==> config.mk <==
export PLATFORM = sky130hd
export DESIGN_NAME = tag_comparator
export DESIGN_NICKNAME = d
export VERILOG_FILES = /design/src/rtl/tag_comparator.sv
export SDC_FILE = /design/constraint.sdc
export NUM_CORES = 1
export LEC_CHECK = 0
export BUFFER_PORTS_ARGS = -buffer_cell sky130_fd_sc_hd__buf_4
export CAP_MARGIN = 10
export CORE_UTILIZATION = 35
export DETAILED_ROUTE_END_ITERATION = 7
export PLACE_DENSITY = 0.67
export SLEW_MARGIN = 40
export SYNTH_ARGS = -nofsm -noshare
export SYNTH_HDL_FRONTEND = slang
export SYNTH_SLANG_ARGS = --single-unit
==> constraint.sdc <==
create_clock -name clk -period 6.6 [get_ports clk]
set_input_delay 1.32 -clock clk [delete_from_list [all_inputs] [get_ports clk]]
set_output_delay 1.32 -clock clk [all_outputs]
set_load 0.03 [all_outputs]
==> src/rtl/tag_comparator.sv <==
// Tag comparator: pops a request from the tag FIFO and collects the 2-beat tag metadata from the R channel.
// It then compares the stored tag against the request tag and emits one registered hit/miss result per request.
module tag_comparator #(
  parameter int ADDR_WIDTH   = 64,
  parameter int DATA_WIDTH   = 32,
  parameter int ID_WIDTH     = 16,
  parameter int TID_WIDTH    = 16,
  parameter int INDEX_WIDTH  = 10,
  parameter int OFFSET_WIDTH = 6,
  parameter int TAG_WIDTH    = 48,
  parameter int CNT_WIDTH    = 32
) (
  input  logic                              clk,
  input  logic                              rst_n,
  input  logic                              tag_fifo_empty_i,
  output logic                              tag_fifo_rden_o,
  input  logic [ADDR_WIDTH+TID_WIDTH:0]     tag_fifo_data_i,
  input  logic [ID_WIDTH-1:0]               rid_i,
  input  logic [DATA_WIDTH-1:0]             rdata_i,
  input  logic                              rlast_i,
  input  logic                              rvalid_i,
  output logic                              rready_o,
  output logic                              res_valid_o,
  input  logic                              res_ready_i,
  output logic                              res_rw_o,
  output logic [TID_WIDTH-1:0]              res_tid_o,
  output logic [ID_WIDTH-1:0]               res_id_o,
  output logic [ADDR_WIDTH-1:0]             res_addr_o,
  output logic                              res_hit_o,
  output logic                              res_dirty_o,
  output logic [ADDR_WIDTH-1:0]             res_victim_addr_o,
  output logic [CNT_WIDTH-1:0]              hit_cnt_o,
  output logic [CNT_WIDTH-1:0]              miss_cnt_o,
  output logic                              protocol_err_o
);

  typedef enum logic [2:0] {S_IDLE, S_BEAT0, S_BEAT1, S_CMP, S_OUT} state_t;

  state_t state, state_nxt;

  logic                   req_rw;
  logic [TID_WIDTH-1:0]   req_tid;
  logic [ADDR_WIDTH-1:0]  req_addr;
  logic [DATA_WIDTH-1:0]  beat_lo;
  logic [DATA_WIDTH-1:0]  beat_hi;
  logic [ID_WIDTH-1:0]    id_q;

  logic [TAG_WIDTH-1:0]   stored_tag;
  logic [TAG_WIDTH-1:0]   req_tag;
  logic [INDEX_WIDTH-1:0] req_index;
  logic                   line_valid;
  logic                   line_dirty;
  logic                   cmp_hit;
  logic                   unused_meta;

  // beat1 carries {valid, dirty, reserved, stored_tag high bits}
  assign stored_tag  = {beat_hi[TAG_WIDTH-DATA_WIDTH-1:0], beat_lo};
  assign req_tag     = req_addr[ADDR_WIDTH-1 -: TAG_WIDTH];
  assign req_index   = req_addr[OFFSET_WIDTH +: INDEX_WIDTH];
  assign line_valid  = beat_hi[DATA_WIDTH-1];
  assign line_dirty  = line_valid & beat_hi[DATA_WIDTH-2];
  assign cmp_hit     = line_valid && (stored_tag == req_tag);
  assign unused_meta = ^beat_hi[DATA_WIDTH-3:TAG_WIDTH-DATA_WIDTH];

  always_ff @(posedge clk or negedge rst_n) begin
    if (!rst_n) state <= S_IDLE;
    else        state <= state_nxt;
  end

  // Pop is gated by rst_n so the FIFO is never drained while held in reset
  always_comb begin
    state_nxt       = state;
    tag_fifo_rden_o = 1'b0;
    rready_o        = 1'b0;
    case (state)
      S_IDLE: begin
        if (!tag_fifo_empty_i && rst_n) begin
          tag_fifo_rden_o = 1'b1;
          state_nxt       = S_BEAT0;
        end
      end
      S_BEAT0: begin
        rready_o = 1'b1;
        if (rvalid_i) state_nxt = rlast_i ? S_CMP : S_BEAT1;
      end
      S_BEAT1: begin
        rready_o = 1'b1;
        if (rvalid_i) state_nxt = S_CMP;
      end
      S_CMP:   state_nxt = S_OUT;
      S_OUT:   if (res_ready_i) state_nxt = S_IDLE;
      default: state_nxt = S_IDLE;
    endcase
  end

  always_ff @(posedge clk or negedge rst_n) begin
    if (!rst_n) begin
      req_rw            <= 1'b0;
      req_tid           <= '0;
      req_addr          <= '0;
      beat_lo           <= '0;
      beat_hi           <= '0;
      id_q              <= '0;
      res_valid_o       <= 1'b0;
      res_rw_o          <= 1'b0;
      res_tid_o         <= '0;
      res_id_o          <= '0;
      res_addr_o        <= '0;
      res_hit_o         <= 1'b0;
      res_dirty_o       <= 1'b0;
      res_victim_addr_o <= '0;
      hit_cnt_o         <= '0;
      miss_cnt_o        <= '0;
      protocol_err_o    <= 1'b0;
    end else begin
      case (state)
        S_IDLE: begin
          if (tag_fifo_rden_o) {req_rw, req_tid, req_addr} <= tag_fifo_data_i;
        end
        S_BEAT0: begin
          if (rvalid_i) begin
            beat_lo <= rdata_i;
            id_q    <= rid_i;
            // A single-beat response leaves no metadata word, so treat the line as invalid
            if (rlast_i) begin
              beat_hi        <= '0;
              protocol_err_o <= 1'b1;
            end
          end
        end
        S_BEAT1: begin
          if (rvalid_i) begin
            beat_hi <= rdata_i;
            if (!rlast_i) protocol_err_o <= 1'b1;
          end
        end
        S_CMP: begin
          res_valid_o       <= 1'b1;
          res_rw_o          <= req_rw;
          res_tid_o         <= req_tid;
          res_id_o          <= id_q;
          res_addr_o        <= req_addr;
          res_hit_o         <= cmp_hit;
          res_dirty_o       <= line_dirty;
          res_victim_addr_o <= {stored_tag, req_index, {OFFSET_WIDTH{1'b0}}};
          if (cmp_hit) begin
            if (hit_cnt_o != '1) hit_cnt_o <= hit_cnt_o + CNT_WIDTH'(1);
          end else begin
            if (miss_cnt_o != '1) miss_cnt_o <= miss_cnt_o + CNT_WIDTH'(1);
          end
        end
        S_OUT: begin
          if (res_ready_i) res_valid_o <= 1'b0;
        end
        default: ;
      endcase
    end
  end

endmodule
**After elaboration in Yosys (flattened, before gate mapping)**

Cells that the tools add are included.

- Input port bits: 135
- Register bits: 387

- Add/sub/neg operators: 2
- Multiplexer cells: 20
- Equality and inequality tests: 13
- Bitwise operators: 2
- Reduce and logical (&&, ||, !) cells: 15

Operators with widths:

| operator | count |
|---|---|
| 32-bit 2-to-1 mux | 3 |
| 32-bit by 1-bit adder with 32-bit output, second input constant | 2 |
| 32-bit != test, second input constant | 2 |
| 32-bit one-hot mux with 2 select lines | 1 |
| 48-bit == test | 1 |
| 3-bit one-hot mux with 5 select lines | 1 |
| 3-bit 2-to-1 mux | 4 |
| 2-bit != test, second input constant | 6 |
| 1-bit 2-to-1 mux | 9 |
| 4-bit AND reduction | 2 |
| 3-bit by 2-bit == test with 1-bit output, second input constant | 2 |
| 2-bit AND reduction | 3 |
| 3-bit AND reduction | 2 |
| 5-bit AND reduction | 1 |
| 1-bit one-hot mux with 2 select lines | 2 |
| 2-bit nonzero test | 2 |
| 3-bit by 1-bit == test with 1-bit output, second input constant | 1 |
| 3-bit == test, second input constant | 1 |
| 3-bit logical NOT | 1 |
| 1-bit logical AND | 2 |
| 2-bit OR reduction | 1 |
| 1-bit bitwise AND | 1 |
| 1-bit logical NOT | 1 |
| 1-bit inverter | 1 |

**Longest topological paths before layout**

Gate-level depths: netlist of the first run.

- Word-level depth: 5
- Depth in mapped cells: 8
- Gate-level depth less buffers: 7

**Least setup slack after synthesis of the first run**

Ideal clock, no wire load.

- Kind: input port to output port
- Start: input port tag_fifo_empty_i
- End: output port tag_fifo_rden_o
- Stages on the path: 4
- Data required time: 5.280 ns
- Slack: 2.963 ns
- Arrival: 2.317 ns
- Path through: nor2_1 nand3_1 inv_2 buf_1

- Longest elaborated chain between the ends: 4

RTL lines:

| element | line | text |
|---|---|---|
| start, declared | 15 | `input logic tag_fifo_empty_i,` |
| 1-bit logical NOT | 77 | `if (!tag_fifo_empty_i && rst_n) begin` |
| 1-bit logical AND | 77 |  |
| 1-bit 2-to-1 mux | 77 |  |
| 1-bit 2-to-1 mux | 75 | `case (state)` |
| end, declared | 16 | `output logic tag_fifo_rden_o,` |

No other way between the ends.

**Final worst setup path of the first run**

- Start: input port rst_n
- End: output port tag_fifo_rden_o

- Longest elaborated chain between the ends: 3

RTL lines:

| element | line | text |
|---|---|---|
| start, declared | 14 | `input logic rst_n,` |
| 1-bit logical AND | 77 |  |
| 1-bit 2-to-1 mux | 77 |  |
| 1-bit 2-to-1 mux | 75 |  |

No other way between the ends.

==> impl_metrics.csv, run 1 <==
group,metric,value,unit
synthesis,syn_area_per_cell,9.752,sq um
synthesis,ys_ff_latch,363,
pwr,powerDensity,474.3,nW/um^2
sta,tightest_slew,854.3,ps
synthesis,synthesis.area,15000,sq um
setup_path,start_kind,"primary input",
setup_path,cp-end-kind,"output pin",
placed_design,place_congestion,0.8682,
synthesis,synth_top_area_frac,0.6057,
sta,final_max_slew_viol_count,0,
route,ant_nets,0,
route,drc,0,
layout,n_fill_cell,3958,
route,firstDrtPassIters,7,
route,drt-total-wl,44140,microns
layout,area_growth,30.12,%
global_route,grt_overflow,0,
clock_tree,cts_tree,"done",
setup_path,crit_chain,"buf_8 > nand3_4 > clkinv_2 > buf_4",
setup_path,crit_family,"buffers and inverters",
route,vias_per_cell,4.853,
sta,min_period,3458,ps
sta,fin_skew,24.37,ps
layout,seq_area,9084,sq um
global_route,grt_max_degree,156,
route,avgRoutedWirePerCell,18.07,microns
sta,clock.fmax,289.2,MHz
setup_path,crit_slowest_cell,"buf_8",
synthesis,synth-warning-count,0,
floorplanning,die_area,43680,sq um
layout,multi_input_area,5549,sq um
layout,final_util,0.4632,
clock_tree,cts_inserted_buffers,41,
outcome,outcome,"finished, final reports clean",
global_route,grt_pass1_wl,68160,microns
setup_path,crit_required,5280,ps
setup_path,crit_buf_inv,3,
synthesis,synthArstFlopShare,1.000,
hold_path,hold_path.class,"flop to flop",
job,maxCapViolCount,0,
setup_path,crit_fanout,61,
route,drtIter0Drc,764,
layout,num-nets-final,2010,
synthesis,synth-main-ff-cell,"dfrtp_1",
synthesis,synth_edf_count,0,
sta,finalSetupViolations,0,
floorplanning,ios,366,
sta,post-route-period-util,0.5240,
pwr,vdd_drop_max,0.2276,mV
floorplanning,rows,75,
clock_tree,cts-resized-gates,0,
setup_path,cp.arrival,2140,ps
global_route,grt_antenna_before_repair,3,
clock_tree,hold_buffers,0,
synthesis,synth_top_cells_by_area,"dfrtp_1 (61%), nand2_1 (18%), mux2_2 (3.8%)",
synthesis,ys_types,40,
clock_tree,post_cts_buffers,0,
clock_tree,cts.path.max_buffers,3,
synthesis,ys_seq_area_frac,0.6057,
global_route,grtUsageTotal,0.2015,
synthesis,netlist_instances,1538,
placed_design,io_buffers,359,
floorplanning,die_width,209.0,microns
synthesis,synth_top_area_cell,"dfrtp_1",
placed_design,hpwl,29300,microns
layout,layout-drive-gt1-share,0.2605,
sta,relSlewSlack,0.4305,
sta,hold_viol,0,
pwr,p_total,9257,uW
pwr,leakagePower,0.01015,uW
clock_tree,cts.sinks,363,
setup_path,critical_path_class,"primary input to output pin",
route,num_vias,11850,
layout,layoutNonFillerInstCount,2442,
global_route,grt_pass1_vias,11610,
sta,rsz0062_at_grt,"false",
sta,setup_tns,0,ps
placed_design,dp_cells,2368,
floorplanning,initial_utilization,0.3560,
floorplanning,die_h,209.0,microns
clock_tree,worstSkewPairLatency,560,ps
setup_path,slowest_delay,360,ps
clock_tree,htreeDepth,2,
clock_tree,root_buffer,"clkbuf_16",
clock_tree,path_clk_slew,60,ps
floorplanning,core,42130,sq um
[report_power, final]
| group | internal (uW) | total [uW] | switching (uW) |
|---|---|---|---|
| combinational | 1220 | 3320 | 2100 |
| sequential | 3040 | 3670 | 631 |
| clock | 1350 | 2270 | 916 |
| total | 5610 | 9260 | 3650 |
[Yosys cell counts, drive strengths merged, types with 4 or more instances]
master and instances:
nand4 32, nor4 16, nor3 21, nand3b 4, nand2 717, a21oi 5
nor2b 4, dfrtp 363, clkbuf 48, nand3 44, xnor2 61, nor2 19
xor2 49, and4 4, mux2 50, inv 8, and2 5, a22o 18
buf 36, and3 13
[per-stage QoR]
stage               hold slack (ps)  area [sq um]  worst slack [ps]
floorplan                     434.8         15020              2963
CTS                           464.9         19480              3091
global placement              441.0         18130              3148
detailed placement            452.5         18160              3098
global route                  476.8         19510              3037
finish                        462.6         19520              3142
[per-layer routing]
| metal | vias up | share of wire | track usage |
|---|---|---|---|
| li1 | 5578 | - | - |
| met4 | 0 | 0.029 | 0.07581 |
| met5 | - | 0 | 0 |
| met3 | 70 | 0.069 | 0.04328 |
| met2 | 400 | 0.47 | 0.3153 |
| met1 | 5802 | 0.43 | 0.2740 |
[flip-flops by register name, indices dropped and copies added, names as in the netlist, 3 cells and up]
register           flops
state                  3
req_tid               16
res_victim_addr_o     48
res_addr_o            64
res_tid_o             16
req_addr              64
hit_cnt_o             32
res_id_o              16
beat_hi               18
id_q                  16
beat_lo               32
miss_cnt_o            32
[layout make-up]
cell class,count,share of cell area
clock inverters,12,0.007629
inverters,8,0.001603
diodes,3,0.0003847
flip-flops and latches,363,0.4654
multi-input cells,1088,0.2843
well taps,539,0.03456
repair buffers,371,0.1461
clock buffers,58,0.05994
[cell usage in the layout, fill, tap and decap left out, types with 3 or more instances in the layout]
cell / count
nand2_1: 716
dfrtp_1: 363
buf_4: 361
xnor2_1: 61
mux2_2: 50
xor2_1: 49
nand3_1: 43
clkbuf_16: 41
nand4_1: 32
nor3_1: 20
a22o_1: 18
nor2_1: 17
nor4_1: 15
and3_1: 13
clkbuf_1: 9
clkbuf_8: 8
inv_1: 7
buf_6: 7
clkinv_2: 6
conb_1: 6
a21oi_1: 5
and2_1: 4
nor2b_1: 4
and4_1: 4
nand3b_1: 4
diode_2: 3
bufinv_16: 3
[tightest hold or removal path: stages, from the launching register on]
cell and delay, ps:
dfrtp_1 330, nand2_1 50, nand2_1 50
[worst paths after layout]
check	slack, ps	end	cells after the start	start
max	3140	tag_fifo_rden_o	4	rst_n
min	460	res_id_o[2]$_DFFE_PN0P_	2	id_q[2]$_DFFE_PN0P_
max reg2reg	3500	miss_cnt_o[1]$_DFFE_PN0P_	6	req_addr[61]$_DFFE_PN0P_
min reg2reg	460	res_id_o[2]$_DFFE_PN0P_	2	id_q[2]$_DFFE_PN0P_
max in group asynchronous	4680	beat_lo[8]$_DFFE_PN0P_	3	rst_n
min in group asynchronous	700	req_addr[12]$_DFFE_PN0P_	1	rst_n
[cell families (layout without fill, tap and decap cells)]
| logic type | Yosys count | count (layout) | synth area share |
|---|---|---|---|
| compound gates | 30 | 30 | 0.01535 |
| flops | 363 | 363 | 0.6057 |
| mux | 50 | 50 | 0.03754 |
| buf+inv | 92 | 449 | 0.02836 |
| fa+ha+maj | 2 | 2 | 0.001668 |
| xor+xnor | 110 | 110 | 0.06424 |
| simple gates | 890 | 890 | 0.2469 |
| other cells | 1 | 9 | 0.0002500 |
Power figures use the tool's default switching activity.
==> run 2, diff against run 1 <==
--- a/config.mk
+++ b/config.mk
@@ -5,11 +5,12 @@
 export SDC_FILE = /design/constraint.sdc
 export NUM_CORES = 1
 export LEC_CHECK = 0
+export ABC_AREA = 1
 export BUFFER_PORTS_ARGS = -buffer_cell sky130_fd_sc_hd__buf_4
 export CAP_MARGIN = 10
 export CORE_UTILIZATION = 35
 export DETAILED_ROUTE_END_ITERATION = 7
-export PLACE_DENSITY = 0.67
+export PLACE_DENSITY = 0.66
 export SLEW_MARGIN = 40
 export SYNTH_ARGS = -nofsm -noshare
 export SYNTH_HDL_FRONTEND = slang
==> constraint.sdc (replaced) <==
create_clock -name clk -period 3.31 [get_ports clk]
set_input_delay 0.662 -clock clk [delete_from_list [all_inputs] [get_ports clk]]
set_output_delay 0.662 -clock clk [all_outputs]
set_load 0.03 [all_outputs]
==> run 2 against run 1 <==
Effect of this change: combinational power grew 140%; first-iteration DRC count grew 42%; register-to-register slack lost 2700 ps; via count grew 29%; core utilization shrank 1.1 points; clock-buffer cell count grew 2; routed wire length grew 24%; non-clock buffer count grew 5; synthesized area grew 13%; sequential power grew 93%; critical path type unchanged; largest power group is now combinational logic.
==> impl_metrics.csv, run 2 <==
group,metric,value,unit
sta,finalSetupViolations,0,
floorplanning,core,47850,sq um
placed_design,dp_slack,776.0,ps
outcome,outcome,"finished, final reports clean",
synthesis,syn_area_per_cell,7.921,sq um
synthesis,ys_types,36,
setup_path,crit_required,2650,ps
synthesis,synth-warning-count,0,
placed_design,hpwl,39450,microns
layout,seq_area,9084,sq um
synthesis,synth-main-ff-cell,"dfrtp_1",
placed_design,io_buffers,359,
sta,final_max_slew_viol_count,0,
route,ant_nets,0,
route,drt-total-wl,54670,microns
clock_tree,htreeDepth,2,
sta,min_period,2960,ps
synthesis,synth_top_area_cell,"dfrtp_1",
route,num_vias,15250,
layout,num-nets-final,2604,
floorplanning,ios,366,
layout,layout-drive-gt1-share,0.1929,
floorplanning,die_h,222.3,microns
setup_path,crit_top_cell,"buf_4",
synthesis,synth_common_cells,"nand2_1 (845), dfrtp_1 (363), o21ai_0 (209)",
setup_path,slowest_delay,560,ps
sta,post-route-period-util,0.8943,
clock_tree,worstSkewPairLatency,580,ps
synthesis,synth_top_cells_by_area,"dfrtp_1 (53%), nand2_1 (19%), o21ai_0 (6.2%)",
sta,relSlewSlack,0.3959,
setup_path,crit_chain,"dlygate4sd3_1 > buf_8 > inv_1 > nor2_1 > nand3_1 > buf_4 > inv_4 > buf_4",
clock_tree,cts_tree,"done",
global_route,grt_antenna_before_repair,5,
pwr,powerDensity,916.6,nW/um^2
sta,setup_tns,0,ps
synthesis,ys_seq_area_frac,0.5346,
pwr,vdd_drop_max,0.6874,mV
route,vias_per_cell,4.894,
setup_path,cp-end-kind,"output pin",
layout,area_growth,27.23,%
global_route,grt_pass1_wl,85550,microns
synthesis,synth_fa_ha_area_frac,0.001473,
route,drc,0,
global_route,grt_max_degree,188,
synthesis,yosys.area_share.simple,0.2823,
synthesis,synth.most_common_cell,"nand2_1",
synthesis,synthMuxAreaShare,0.005302,
setup_path,start_kind,"primary input",
clock_tree,cts-resized-gates,0,
synthesis,synth_xor_area_frac,0.01959,
route,drtIter0Drc,1084,
clock_tree,cts_inserted_buffers,42,
synthesis,netlist_instances,2145,
route,avgRoutedWirePerCell,17.54,microns
floorplanning,die_area,49430,sq um
hold_path,hold_path.class,"primary input to flop",
synthesis,synthesis.area,16990,sq um
sta,rsz0062_at_grt,"false",
layout,final_common_cell,"nand2_1",
job,maxCapViolCount,0,
sta,hold_viol,0,
layout,layout_common_cells,"nand2_1 (843), buf_4 (369), dfrtp_1 (363), o21ai_0 (209), inv_1 (205)",
floorplanning,rows,80,
synthesis,synth_compound_area_frac,0.07725,
sta,clock.fmax,337.8,MHz
synthesis,synth_top_family_by_area,"simple AND/OR/NAND/NOR gates",
sta,tightest_slew,906.1,ps
global_route,grt_overflow,0,
synthesis,synth_top_area_frac,0.5346,
setup_path,crit_fanout,32,
clock_tree,cts.path.max_buffers,3,
synthesis,synth_edf_count,0,
layout,reg.largest.list,"req_addr (64), res_addr_o (64), res_victim_addr_o (48)",
global_route,grt_pass1_vias,14870,
global_route,grtUsageTotal,0.2220,
clock_tree,path_clk_slew,60,ps
floorplanning,initial_utilization,0.3551,
clock_tree,root_buffer,"clkbuf_16",
setup_path,cp.arrival,2300,ps
layout,n_fill_cell,4757,
route,firstDrtPassIters,7,
clock_tree,cts.sinks,363,
floorplanning,die_width,222.3,microns
pwr,leakagePower,0.01120,uW
placed_design,place_congestion,0.9432,
sta,setup_ws,350.0,ps
layout,multi_input_area,6603,sq um
synthesis,synthArstFlopShare,1.000,
synthesis,ys_ff_latch,363,
setup_path,critical_path_class,"primary input to output pin",
setup_path,crit_slowest_cell,"dlygate4sd3_1",
sta,fin_skew,32.06,ps
==> run 2: path summary, 6_finish.rpt <==
path / start / to / slack, ps / depth (start not counted)
max: rst_n / tag_fifo_rden_o / 350 / 8
max reg2reg: beat_lo[31]$_DFFE_PN0P_ / miss_cnt_o[7]$_DFFE_PN0P_ / 770 / 11
max in group asynchronous: rst_n / req_tid[8]$_DFFE_PN0P_ / 1690 / 3
min reg2reg: req_addr[6]$_DFFE_PN0P_ / res_addr_o[6]$_DFFE_PN0P_ / 470 / 2
min: tag_fifo_data_i[25] / req_addr[25]$_DFFE_PN0P_ / 290 / 3
min in group asynchronous: rst_n / res_addr_o[49]$_DFFE_PN0P_ / 560 / 2
==> run 2: metal layers <==
metal / track usage / share of wire / up-vias
li1: - / - / 7374
met1: 0.3037 / 0.44 / 7338
met2: 0.3421 / 0.46 / 460
met3: 0.05766 / 0.076 / 78
met4: 0.07168 / 0.023 / 4
met5: 0 / 0.00055 / -
==> run 2: cell families (layout without fill, tap and decap cells) <==
family                     after synthesis  count (layout)
muxes                                    8               8
adders and majority gates                2               2
DFF                                    363             363
other                                    1               9
AOI/OAI and AO/OA                      256             256
buffers and inverters                  317             666
xor gates and xnor gates                38              38
and+or+nand+nor                       1160            1160
==> run 2: worst max-delay path: cells and delay by family <==
kind / cells / cell delay (ps)
buffers and inverters: 6 / 1390
AND/OR/NAND/NOR: 2 / 220
==> run 2: layout make-up <==
type | count | share of cell area
Timing Repair Buffer | 376 | 0.1335
Multi-Input combinational cell | 1470 | 0.3055
Antenna cell | 3 | 0.0003473
Clock inverter | 16 | 0.01065
Clock buffer | 60 | 0.05690
Sequential cell | 363 | 0.4202
Tap cell | 615 | 0.03560
Inverter | 214 | 0.03728
==> run 2: through the flow <==
step	cell area, sq um	instances	total power [uW]	utilization	hold slack (ps)
2_1_floorplan	17010	2150	11920	-	366.4
3_3_place_gp	20130	3037	14800	0.4206	447.4
3_5_place_dp	20140	3037	15000	0.4209	461.4
4_1_cts	21610	3114	20000	0.4516	251.1
5_1_grt	21610	3116	21120	0.4517	278.5
6_report	21620	3117	19810	0.4518	293.4
==> run 2: power by group <==
group          internal [uW]  leakage [uW]  switching (uW)
Combinational           2510       0.00585            5330
Sequential              6070       0.00462            1030
Clock                   2980      0.000720            1910
Total                  11600        0.0112            8260
==> run 2: what timing repair did <==
| item | 4_1_cts | 5_1_grt |
|---|---|---|
| hold endpoints to repair | 28 | 0 |
| hold buffers | 1 | 0 |
| buffers inserted | 0 | 0 |
==> run 3, diff against run 2 <==
--- a/config.mk
+++ b/config.mk
@@ -6,9 +6,10 @@
 export NUM_CORES = 1
 export LEC_CHECK = 0
 export ABC_AREA = 1
-export BUFFER_PORTS_ARGS = -buffer_cell sky130_fd_sc_hd__buf_4
+export BUFFER_PORTS_ARGS = -buffer_cell sky130_fd_sc_hd__buf_2
 export CAP_MARGIN = 10
 export CORE_UTILIZATION = 35
+export CTS_BUF_LIST = sky130_fd_sc_hd__clkbuf_8 sky130_fd_sc_hd__clkbuf_16
 export DETAILED_ROUTE_END_ITERATION = 7
 export PLACE_DENSITY = 0.66
 export SLEW_MARGIN = 40
==> run 3 against run 2 <==
Effect of this change: register-to-register slack gained 70 ps; combinational power decreased by 6.8%; fmax up 3.7%; cell count grew 0.16%; critical path depth is 1 lower; global-route usage fell by 0.61 points; core utilization decreased by 1.9 points; total power decreased by 3.8%; final area shrank 4.3%; die area did not move; sequential cell count unchanged; routed wire length shrank 1.3%.
==> impl_metrics.csv, run 3 (synthesized netlist as in run 2, its figures left out) <==
group,metric,value,unit
outcome,outcome,"finished, final reports clean",
global_route,grt_overflow,0,
route,ant_nets,0,
sta,fin_skew,27.62,ps
clock_tree,cts_inserted_buffers,41,
setup_path,critical_path_depth,7,
pwr,seqPwrFrac,0.370,
placed_design,dp_cells,3037,
setup_path,crit_chain,"dlygate4sd3_1 > buf_8 > inv_1 > nor2_1 > nand3_1 > inv_4 > buf_2",
sta,relSlewSlack,0.4346,
job,maxCapViolCount,0,
clock_tree,path_clk_slew,60,ps
clock_tree,cts.sinks,363,
floorplanning,die_area,49430,sq um
layout,area_growth,21.74,%
route,avgRoutedWirePerCell,17.28,microns
sta,setup_ws,456.8,ps
setup_path,start_kind,"primary input",
clock_tree,cts_tree,"done",
route,num_vias,15250,
setup_path,cp-end-kind,"output pin",
setup_path,r2r_slack,840,ps
clock_tree,cts.path.max_buffers,3,
layout,layout-drive-gt1-share,0.1938,
hold_path,hold_path.class,"primary input to flop",
sta,setup_tns,0,ps
layout,multi_input_area,6603,sq um
setup_path,crit_buf_inv,5,
placed_design,io_buffers,359,
setup_path,critPathLaunch,"rst_n",
layout,num-nets-final,2604,
layout,reg.largest.list,"req_addr (64), res_addr_o (64), res_victim_addr_o (48)",
setup_path,reg2reg_depth,11,
pwr,internal-power,10840,uW
sta,final_max_slew_viol_count,0,
global_route,grt_pass1_wl,83750,microns
setup_path,critical_path_class,"primary input to output pin",
floorplanning,ios,366,
layout,final_util,0.4323,
setup_path,crit_required,2650,ps
pwr,leakagePower,0.01102,uW
route,wl_met2,24240,microns
layout,layout_common_cells,"nand2_1 (843), dfrtp_1 (363), buf_2 (358), inv_1 (210), o21ai_0 (209)",
route,drtIter0Drc,1179,
global_route,grt_pass1_vias,14700,
floorplanning,rows,80,
layout,n_fill_cell,4829,
pwr,switching_share,0.4313,
setup_path,crit_fanout,31,
clock_tree,worstSkewPairLatency,580,ps
clock_tree,root_buffer,"clkbuf_16",
placed_design,place_congestion,0.9507,
setup_path,cp.arrival,2190,ps
sta,min_period,2853,ps
placed_design,dp_slack,861.4,ps
setup_path,worstReg2RegEnd,"hit_cnt_o[22]$_DFFE_PN0P_",
global_route,grt_max_degree,208,
route,firstDrtPassIters,5,
pwr,pwr-share-comb,0.383,
setup_path,crit_family,"buffers and inverters",
route,drc,0,
setup_path,crit_slowest_cell,"dlygate4sd3_1",
sta,finalSetupViolations,0,
route,drt-met1-wl,24220,microns
placed_design,hpwl,38950,microns
layout,layoutNonFillerInstCount,3122,
pwr,power_frac_clock,0.247,
clock_tree,htreeDepth,2,
route,wl_met3,4120,microns
sta,post-route-period-util,0.8620,
floorplanning,die_width,222.3,microns
setup_path,slowest_delay,560,ps
layout,final_common_cell,"nand2_1",
setup_path,endpoint,"tag_fifo_rden_o",
floorplanning,initial_utilization,0.3551,
setup_path,timing.rr.start,"hit_cnt_o[0]$_DFFE_PN0P_",
sta,hold_viol,0,
route,vias_per_cell,4.885,
floorplanning,die_h,222.3,microns
layout,seq_area,9084,sq um
route,dr.max_layer_used,"met5",
global_route,grtUsageTotal,0.2159,
pwr,p_switching,8222,uW
sta,clock.fmax,350.5,MHz
global_route,grt_antenna_before_repair,15,
floorplanning,core,47850,sq um
pwr,vdd_drop_max,0.4820,mV
sta,rsz0062_at_grt,"false",
pwr,powerDensity,921.6,nW/um^2
sta,tightest_slew,848.1,ps
route,drt-total-wl,53950,microns
run 3: worst min-delay path by stage:
| stage | start | to | slack (ps) | depth (start not counted) |
|---|---|---|---|---|
| global placement | id_q[13]$_DFFE_PN0P_ | res_id_o[13]$_DFFE_PN0P_ | 450 | 2 |
| CTS | tag_fifo_data_i[59] | req_addr[59]$_DFFE_PN0P_ | 260 | 3 |
| floorplan | rst_n | beat_hi[0]$_DFFE_PN0P_ | 370 | 0 |
| global route | tag_fifo_data_i[60] | req_addr[60]$_DFFE_PN0P_ | 280 | 3 |
| detailed placement | id_q[11]$_DFFE_PN0P_ | res_id_o[11]$_DFFE_PN0P_ | 450 | 2 |
| finish | tag_fifo_data_i[68] | req_tid[4]$_DFFE_PN0P_ | 280 | 3 |
run 3: layout make-up:
class / count / share of cell area
well taps: 615 / 0.03720
flip-flops and latches: 363 / 0.4392
repair buffers: 377 / 0.09715
inverters: 214 / 0.03896
multi-input cells: 1470 / 0.3192
clock buffers: 47 / 0.05414
diodes: 9 / 0.001089
clock inverters: 27 / 0.01307
run 3: tightest hold or removal path, stage by stage:
cell,delay [ps]
buf_2,70
nand2_1,40
o21ai_0,50
run 3: power groups by stage:
| stage | sequential [uW] | clock (uW) | combinational, uW |
|---|---|---|---|
| floorplan | 8340 | 0 | 3590 |
| global placement | 7040 | 0 | 7200 |
| detailed placement | 7090 | 0 | 7350 |
| CTS | 7050 | 4820 | 7370 |
| global route | 7230 | 4990 | 8130 |
| finish | 7040 | 4720 | 7300 |
run 3: timing repair:
action / CTS / global route
setup buffers: 0 / 0
hold endpoints to repair: 28 / 0
setup endpoints to repair: 0 / 0
hold buffers: 1 / 0
gates resized for setup: 0 / 0
run 3: per-stage QoR:
stage	total power (uW)	hold WS [ps]	cell area, sq um
floorplan	11920	366.4	17010
global placement	14230	448.2	19220
detailed placement	14440	453.8	19230
CTS	19230	256.0	20630
global route	20350	280.4	20680
finish	19060	281.9	20680
run 3: routing by layer:
metal	GRT usage	up-vias
li1	-	7368
met1	0.2895	7290
met2	0.3393	489
met3	0.06176	91
met4	0.06026	12
met5	0	-
